[src/rtl/im_load_arbiter_if.sv]
// Port bundle for the instruction-memory arbiter: loader stream, fetch address and IM bus.
// The arbiter sits on the slave side; the environment driving loader/fetch sits on master.
interface im_load_arbiter_if #(
  parameter int ADDR_W = 12,
  parameter int DATA_W = 32
);
  logic              boot_go;
  logic              ld_start;
  logic [ADDR_W-1:0] ld_base;
  logic              ld_valid;
  logic [DATA_W-1:0] ld_data;
  logic              ld_last;
  logic              ld_ready;
  logic              ld_busy;
  logic              ld_ovf;
  logic [10:0]       ld_count;
  logic [ADDR_W-1:0] if_addr;
  logic              cpu_stall;
  logic [ADDR_W-1:0] im_addr;
  logic              im_we;
  logic [DATA_W-1:0] im_din;

  modport slave (
    input  boot_go, ld_start, ld_base, ld_valid, ld_data, ld_last, if_addr,
    output ld_ready, ld_busy, ld_ovf, ld_count, cpu_stall, im_addr, im_we, im_din
  );

  modport master (
    output boot_go, ld_start, ld_base, ld_valid, ld_data, ld_last, if_addr,
    input  ld_ready, ld_busy, ld_ovf, ld_count, cpu_stall, im_addr, im_we, im_din
  );
endinterface

[src/rtl/im_load_arbiter.sv]
// Shares the single instruction-memory port between the fetch path and a streaming boot loader,
// stalling the core until the image is loaded (or boot_go releases it).
module im_load_arbiter #(
  parameter int ADDR_W    = 12,
  parameter int DATA_W    = 32,
  parameter bit SWAP      = 1'b0,
  parameter int MAX_WORDS = 1024
) (
  input logic           clk,
  input logic           rst,
  im_load_arbiter_if.slave bus
);

  localparam logic [1:0] IDLE  = 2'd0;
  localparam logic [1:0] LOAD  = 2'd1;
  localparam logic [1:0] DRAIN = 2'd2;
  localparam logic [1:0] RUN   = 2'd3;

  localparam logic [10:0] MAX_CNT = 11'(MAX_WORDS);

  logic [1:0]        state;
  logic [ADDR_W-1:0] wr_addr;
  logic [10:0]       ld_count;
  logic              ld_ovf;
  logic              accept;
  logic [DATA_W-1:0] swapped;
  logic [ADDR_W-1:0] base_aligned;
  logic [10:0]       count_next;

  // Reset must suppress a write even though the state still reads LOAD during the reset cycle.
  assign accept       = (state == LOAD) && bus.ld_valid && !rst;
  assign base_aligned = bus.ld_base & ~ADDR_W'(3);
  assign count_next   = ld_count + 11'd1;

  always_comb begin
    swapped = '0;
    for (int i = 0; i < DATA_W / 8; i++) begin
      swapped[8*i +: 8] = bus.ld_data[DATA_W-8-8*i +: 8];
    end
  end

  always_ff @(posedge clk) begin
    if (rst) begin
      state    <= IDLE;
      wr_addr  <= '0;
      ld_count <= '0;
      ld_ovf   <= 1'b0;
    end else begin
      case (state)
        IDLE: begin
          if (bus.ld_start) begin
            state    <= LOAD;
            wr_addr  <= base_aligned;
            ld_count <= '0;
            ld_ovf   <= 1'b0;
          end else if (bus.boot_go) begin
            state <= RUN;
          end
        end
        LOAD: begin
          if (accept) begin
            wr_addr  <= wr_addr + ADDR_W'(4);
            ld_count <= count_next;
            if (bus.ld_last) begin
              state <= DRAIN;
            end else if (count_next == MAX_CNT) begin
              state  <= DRAIN;
              ld_ovf <= 1'b1;
            end
          end
        end
        DRAIN: state <= RUN;
        RUN: begin
          if (bus.ld_start) begin
            state    <= LOAD;
            wr_addr  <= base_aligned;
            ld_count <= '0;
            ld_ovf   <= 1'b0;
          end
        end
        default: state <= IDLE;
      endcase
    end
  end

  // In RUN the core is stalled only for the cycle in which a reload is requested.
  assign bus.cpu_stall = (state != RUN) || bus.ld_start;
  assign bus.ld_ready  = (state == LOAD);
  assign bus.ld_busy   = (state == LOAD) || (state == DRAIN);
  assign bus.ld_ovf    = ld_ovf;
  assign bus.ld_count  = ld_count;
  assign bus.im_we     = accept;
  assign bus.im_addr   = (state == LOAD) ? wr_addr : bus.if_addr;
  assign bus.im_din    = (state != LOAD) ? '0 : (SWAP ? swapped : bus.ld_data);

endmodule
[src/flat_wrapper.sv]
// flat-port wrapper written by rule: the top's interface ports become plain ports
module im_load_arbiter_flat 
#(
  parameter int ADDR_W    = 12,
  parameter int DATA_W    = 32,
  parameter bit SWAP      = 1'b0,
  parameter int MAX_WORDS = 1024
)
  (clk, rst, bus_boot_go, bus_ld_start, bus_ld_base, bus_ld_valid, bus_ld_data, bus_ld_last, bus_if_addr, bus_ld_ready, bus_ld_busy, bus_ld_ovf, bus_ld_count, bus_cpu_stall, bus_im_addr, bus_im_we, bus_im_din);
  im_load_arbiter_if #(.ADDR_W(ADDR_W), .DATA_W(DATA_W)) bus_i ();
  input logic clk;
  input logic rst;
  input wire logic [$bits(bus_i.boot_go)-1:0] bus_boot_go;
  input wire logic [$bits(bus_i.ld_start)-1:0] bus_ld_start;
  input wire logic [$bits(bus_i.ld_base)-1:0] bus_ld_base;
  input wire logic [$bits(bus_i.ld_valid)-1:0] bus_ld_valid;
  input wire logic [$bits(bus_i.ld_data)-1:0] bus_ld_data;
  input wire logic [$bits(bus_i.ld_last)-1:0] bus_ld_last;
  input wire logic [$bits(bus_i.if_addr)-1:0] bus_if_addr;
  output wire logic [$bits(bus_i.ld_ready)-1:0] bus_ld_ready;
  output wire logic [$bits(bus_i.ld_busy)-1:0] bus_ld_busy;
  output wire logic [$bits(bus_i.ld_ovf)-1:0] bus_ld_ovf;
  output wire logic [$bits(bus_i.ld_count)-1:0] bus_ld_count;
  output wire logic [$bits(bus_i.cpu_stall)-1:0] bus_cpu_stall;
  output wire logic [$bits(bus_i.im_addr)-1:0] bus_im_addr;
  output wire logic [$bits(bus_i.im_we)-1:0] bus_im_we;
  output wire logic [$bits(bus_i.im_din)-1:0] bus_im_din;
  assign bus_i.boot_go = bus_boot_go;
  assign bus_i.ld_start = bus_ld_start;
  assign bus_i.ld_base = bus_ld_base;
  assign bus_i.ld_valid = bus_ld_valid;
  assign bus_i.ld_data = bus_ld_data;
  assign bus_i.ld_last = bus_ld_last;
  assign bus_i.if_addr = bus_if_addr;
  assign bus_ld_ready = bus_i.ld_ready;
  assign bus_ld_busy = bus_i.ld_busy;
  assign bus_ld_ovf = bus_i.ld_ovf;
  assign bus_ld_count = bus_i.ld_count;
  assign bus_cpu_stall = bus_i.cpu_stall;
  assign bus_im_addr = bus_i.im_addr;
  assign bus_im_we = bus_i.im_we;
  assign bus_im_din = bus_i.im_din;
  im_load_arbiter #(.ADDR_W(ADDR_W), .DATA_W(DATA_W), .SWAP(SWAP), .MAX_WORDS(MAX_WORDS)) u_core (.clk(clk), .rst(rst), .bus(bus_i));
endmodule
[config.mk]
export PLATFORM = sky130hd
export DESIGN_NAME = im_load_arbiter_flat
export DESIGN_NICKNAME = d
export VERILOG_FILES = /design/src/rtl/im_load_arbiter_if.sv /design/src/rtl/im_load_arbiter.sv /design/src/flat_wrapper.sv
export SDC_FILE = /design/constraint.sdc
export NUM_CORES = 1
export LEC_CHECK = 0
export CORE_ASPECT_RATIO = 2
export CORE_MARGIN = 5
export CORE_UTILIZATION = 31
export CTS_CLUSTER_DIAMETER = 80
export DETAILED_ROUTE_END_ITERATION = 8
export HOLD_SLACK_MARGIN = 0.08
export PLACE_DENSITY = 0.72
export SLEW_MARGIN = 20
export SYNTH_ARGS = -nofsm -noshare
export SYNTH_HDL_FRONTEND = slang
export SYNTH_SLANG_ARGS = --single-unit
[constraint.sdc]
create_clock -name clk -period 1.75 [get_ports clk]
set_input_delay 0.175 -clock clk [delete_from_list [all_inputs] [get_ports clk]]
set_output_delay 0.175 -clock clk [all_outputs]
set_load 0.1 [all_outputs]
==> summary.md <==
| Metric | Value |
|---|---|
| Mean instance size in the synthesized netlist | 7.56 um^2 |
| MaxCap Viol Count | 0 |
| Tightest Pin Transition | 0.347 ns |
| Worst reg-to-reg setup slack | -0.05 ns |
| Leading post-synthesis cells by cell area | dfxtp_1 24%, and2_1 11%, mux2_2 6.3% |
| Fin nets | 476 |
| Tightest Hold Check Type | register to register |
| Combined global-route utilization of all metal layers | 19.9% |
| Count of inserted antenna diode cells | 0 |
| Count of nets left with antenna violations after detail routing | 0 |
| Worst-case setup margin in the final layout | -0.0479 ns |
| Chip Width | 66.4 um |
| Max frequency | 556 MHz |
| Vertical extent of the die | 123 um |
| Startpoint type of the worst setup path | register |
| I/O Pins | 122 |
| Starting DRT DRC Count | 114 |
| Hold buffer count at cts | 0 |
| Worst-case reg-to-reg path depth | 6 |
| Unrepaired setup endpoints after global routing | yes |
| Initial standard-cell utilization of the core | 31.5% |
| Clock latency on the worst-skew pair | 0.26 ns |
| Synthesized netlist net count | 330 |
| Tcrit/Tclk final | 103% |
| Largest clock skew in the final design | 0.00466 ns |
| Final setup violation count | 10 |
| Placeable core area | 6260 um^2 |
| R2R Path End | u_core.state[1] |
| Total gr overflow | 0 |
| Wire length per cell after detailed routing | 17.4 um |
| GPL Wtd Cong | 0.918 |
| Hold_sp | u_core.bus.ld_count[5] |
| Sequential area share after synthesis | 24.3% |
| Post-synth top flop | dfxtp_1 |
| Site row count | 41 |
| Pwr per Cell Area | 2060 nW/um^2 |
| Synthesized area | 1970 um^2 |
| HPWL Detailed | 6290 um |
| Clock-pin slew on the worst setup and hold paths | 0.07 ns |
| Area growth from synthesis to final layout | 132% |
| Headroom to the max-slew limit | 76.9% |
| Shortest clock period the worst path allows after layout | 1.80 ns |
| Endpoints failing hold | 0 |
| Non-Filler Instances | 492 |
| Reported leakage power | 0.00186 uW |
| CTS tree | built |
| Via density per instance | 5.29 |
| Number of sinks handled by clock tree synthesis | 24 |
| Seq cells post-synth | 24 |
| Violations in the final reports | negative setup slack |
| Die outline area | 8160 um^2 |
| Number of global-route vias before repair | 2561 |
| Maximum VDD drop | 1330 uV |
| Launching point of the worst reg2reg path | u_core.bus.ld_count[1] |
| Area share of the leading cell type in the synthesized netlist | 24.3% |
| Count of flip-flops with a built-in enable after synthesis | 0 |
| Buffer cell driving the clock tree root | clkbuf_16 |
| Global-route wire length before repair | 12700 um |
| Cell count after placement | 469 |
| Crit path launch | u_core.state[1] |
| Critical path type | register to primary output |
| First-pass DRT Iterations | 4 |
| Dominant cell type by area after synthesis | dfxtp_1 |
| Total Wirelength | 8570 um |
| CP endpoint | bus_im_we |
| Number of antenna violations at the first check in global routing | 0 |
| H-tree depth | 1 |
| Worst setup slack before clock tree synthesis | -0.196 ns |
| Number of pins with negative max-slew slack in the final report | 0 |
| Required arrival time at the worst endpoint | 1.57 ns |
| Outcome | finished with violations |
| Largest net degree at the start of global routing | 29 |
| Clock Tree Buf Depth | 2 |
| Final total negative setup slack | -0.240 ns |
| Vias post-DR | 2603 |
| Number of filler cells placed in the layout | 455 |
| CP endpoint kind | primary output |
| Most frequently used cell type in the post-synthesis netlist | and2_1 |
| Layout cell share with drive strength beyond 1 | 50.2% |
| Total clock buffers created by CTS | 3 |
| Total of buffers placed on input and output ports | 119 |
| Count of synthesis-stage warnings from yosys | 0 |
| Synth Instances | 261 |
| Share of synthesized flip-flops with an asynchronous set or reset | 0% |
| Most frequent cells after synthesis | 36 x and2_1, 25 x nor2_1, 24 x dfxtp_1 |
| Detailed-route DRC error count | 0 |
| Count of distinct cell types in the synthesized netlist | 42 |
| Data arrival at the endpoint of the critical path | 1.62 ns |
| Max FO, Critical Path | 8 |
[metal layers]
layer	part of all wire [%]	GRT usage, %
met1	34	19.9
met3	6.5	2.84
met4	2.3	6.87
met2	57	39.5
met5	0	0
[timing repair]
action / CTS / global route
gates cloned: 2 / 2
setup buffers: 6 / 9
pin swaps: 3 / 34
endpoints found under the setup margin: 50 / 49
resized for setup: 5 / 27
[flip-flops by register name, summed over array words and instances (netlist names)]
name	count
u_core.bus.ld_count	11
u_core.bus.ld_ovf	1
u_core.state	2
u_core.wr_addr	10
[worst min-delay path by stage]
stage                                   to  slack, ns  cells after the start
finish              u_core.bus.ld_count[5]       0.48                      1
global route        u_core.bus.ld_count[5]       0.51                      1
CTS                 u_core.bus.ld_count[5]       0.49                      1
detailed placement  u_core.bus.ld_count[5]       0.47                      1
global placement    u_core.bus.ld_count[5]       0.47                      1
floorplan                u_core.wr_addr[4]       0.35                      2
[layout make-up]
| cell class | instances | area, um^2 | share of cell area, % |
|---|---|---|---|
| timing repair buffer | 160 | 2080 | 45.4 |
| sequential | 24 | 528 | 11.5 |
| inverter | 8 | 35.0 | 0.763 |
| multi-input combinational | 210 | 1740 | 37.8 |
| clock buffer | 4 | 100 | 2.18 |
| tap | 86 | 108 | 2.34 |
[stage by stage]
step           util, %  instance area [um^2]  total power (uW)  hold slack [ns]
2_1_floorplan        -                  2390              5870            0.345
5_1_grt           73.3                  4590              9820            0.512
4_1_cts           69.8                  4370              8980            0.486
3_3_place_gp      66.4                  4150              7910            0.473
3_5_place_dp      66.4                  4150              8030            0.475
6_report          73.3                  4590              9440            0.483
[report_power, final]
part / total [uW] / internal (uW) / switching (uW) / leakage (uW)
Combinational: 7930 / 3370 / 4560 / 0.00160
Clock: 600 / 397 / 203 / 0.0000493
Sequential: 909 / 691 / 219 / 0.000206
[cell families (layout without fill, tap and decap cells)]
kind of cell             after synthesis  in the layout  share of synthesized area, %
buffers and inverters                 27            172                          5.77
XOR/XNOR                               2              2                         0.887
multiplexers                          16             16                          8.81
adder cells (fa/ha/maj)                7              7                          4.44
AO/OA/AOI/OAI                         68             68                          22.8
flip-flops                            24             24                          24.3
AND/OR/NAND/NOR                      117            117                          33.0
[placed cells by master, fill, tap and decap left out, types with 8 or more instances in the layout]
cell,n
a21oi_1,17
nand3_1,8
mux2_4,11
and2_4,32
nor2_1,18
clkdlybuf4s50_1,59
buf_12,51
dfxtp_1,10
dfxtp_4,12
buf_4,42
nand2_1,14
[worst max-delay path: stages, from the launching register on]
cell	delay (ns)
dfxtp_4	0.37
inv_6	0.07
ha_4	0.22
buf_4	0.16
nand2b_1	0.10
buf_4	0.16
nor2_4	0.09
buf_12	0.18
Note: power is estimated with default switching activity, not from simulation.
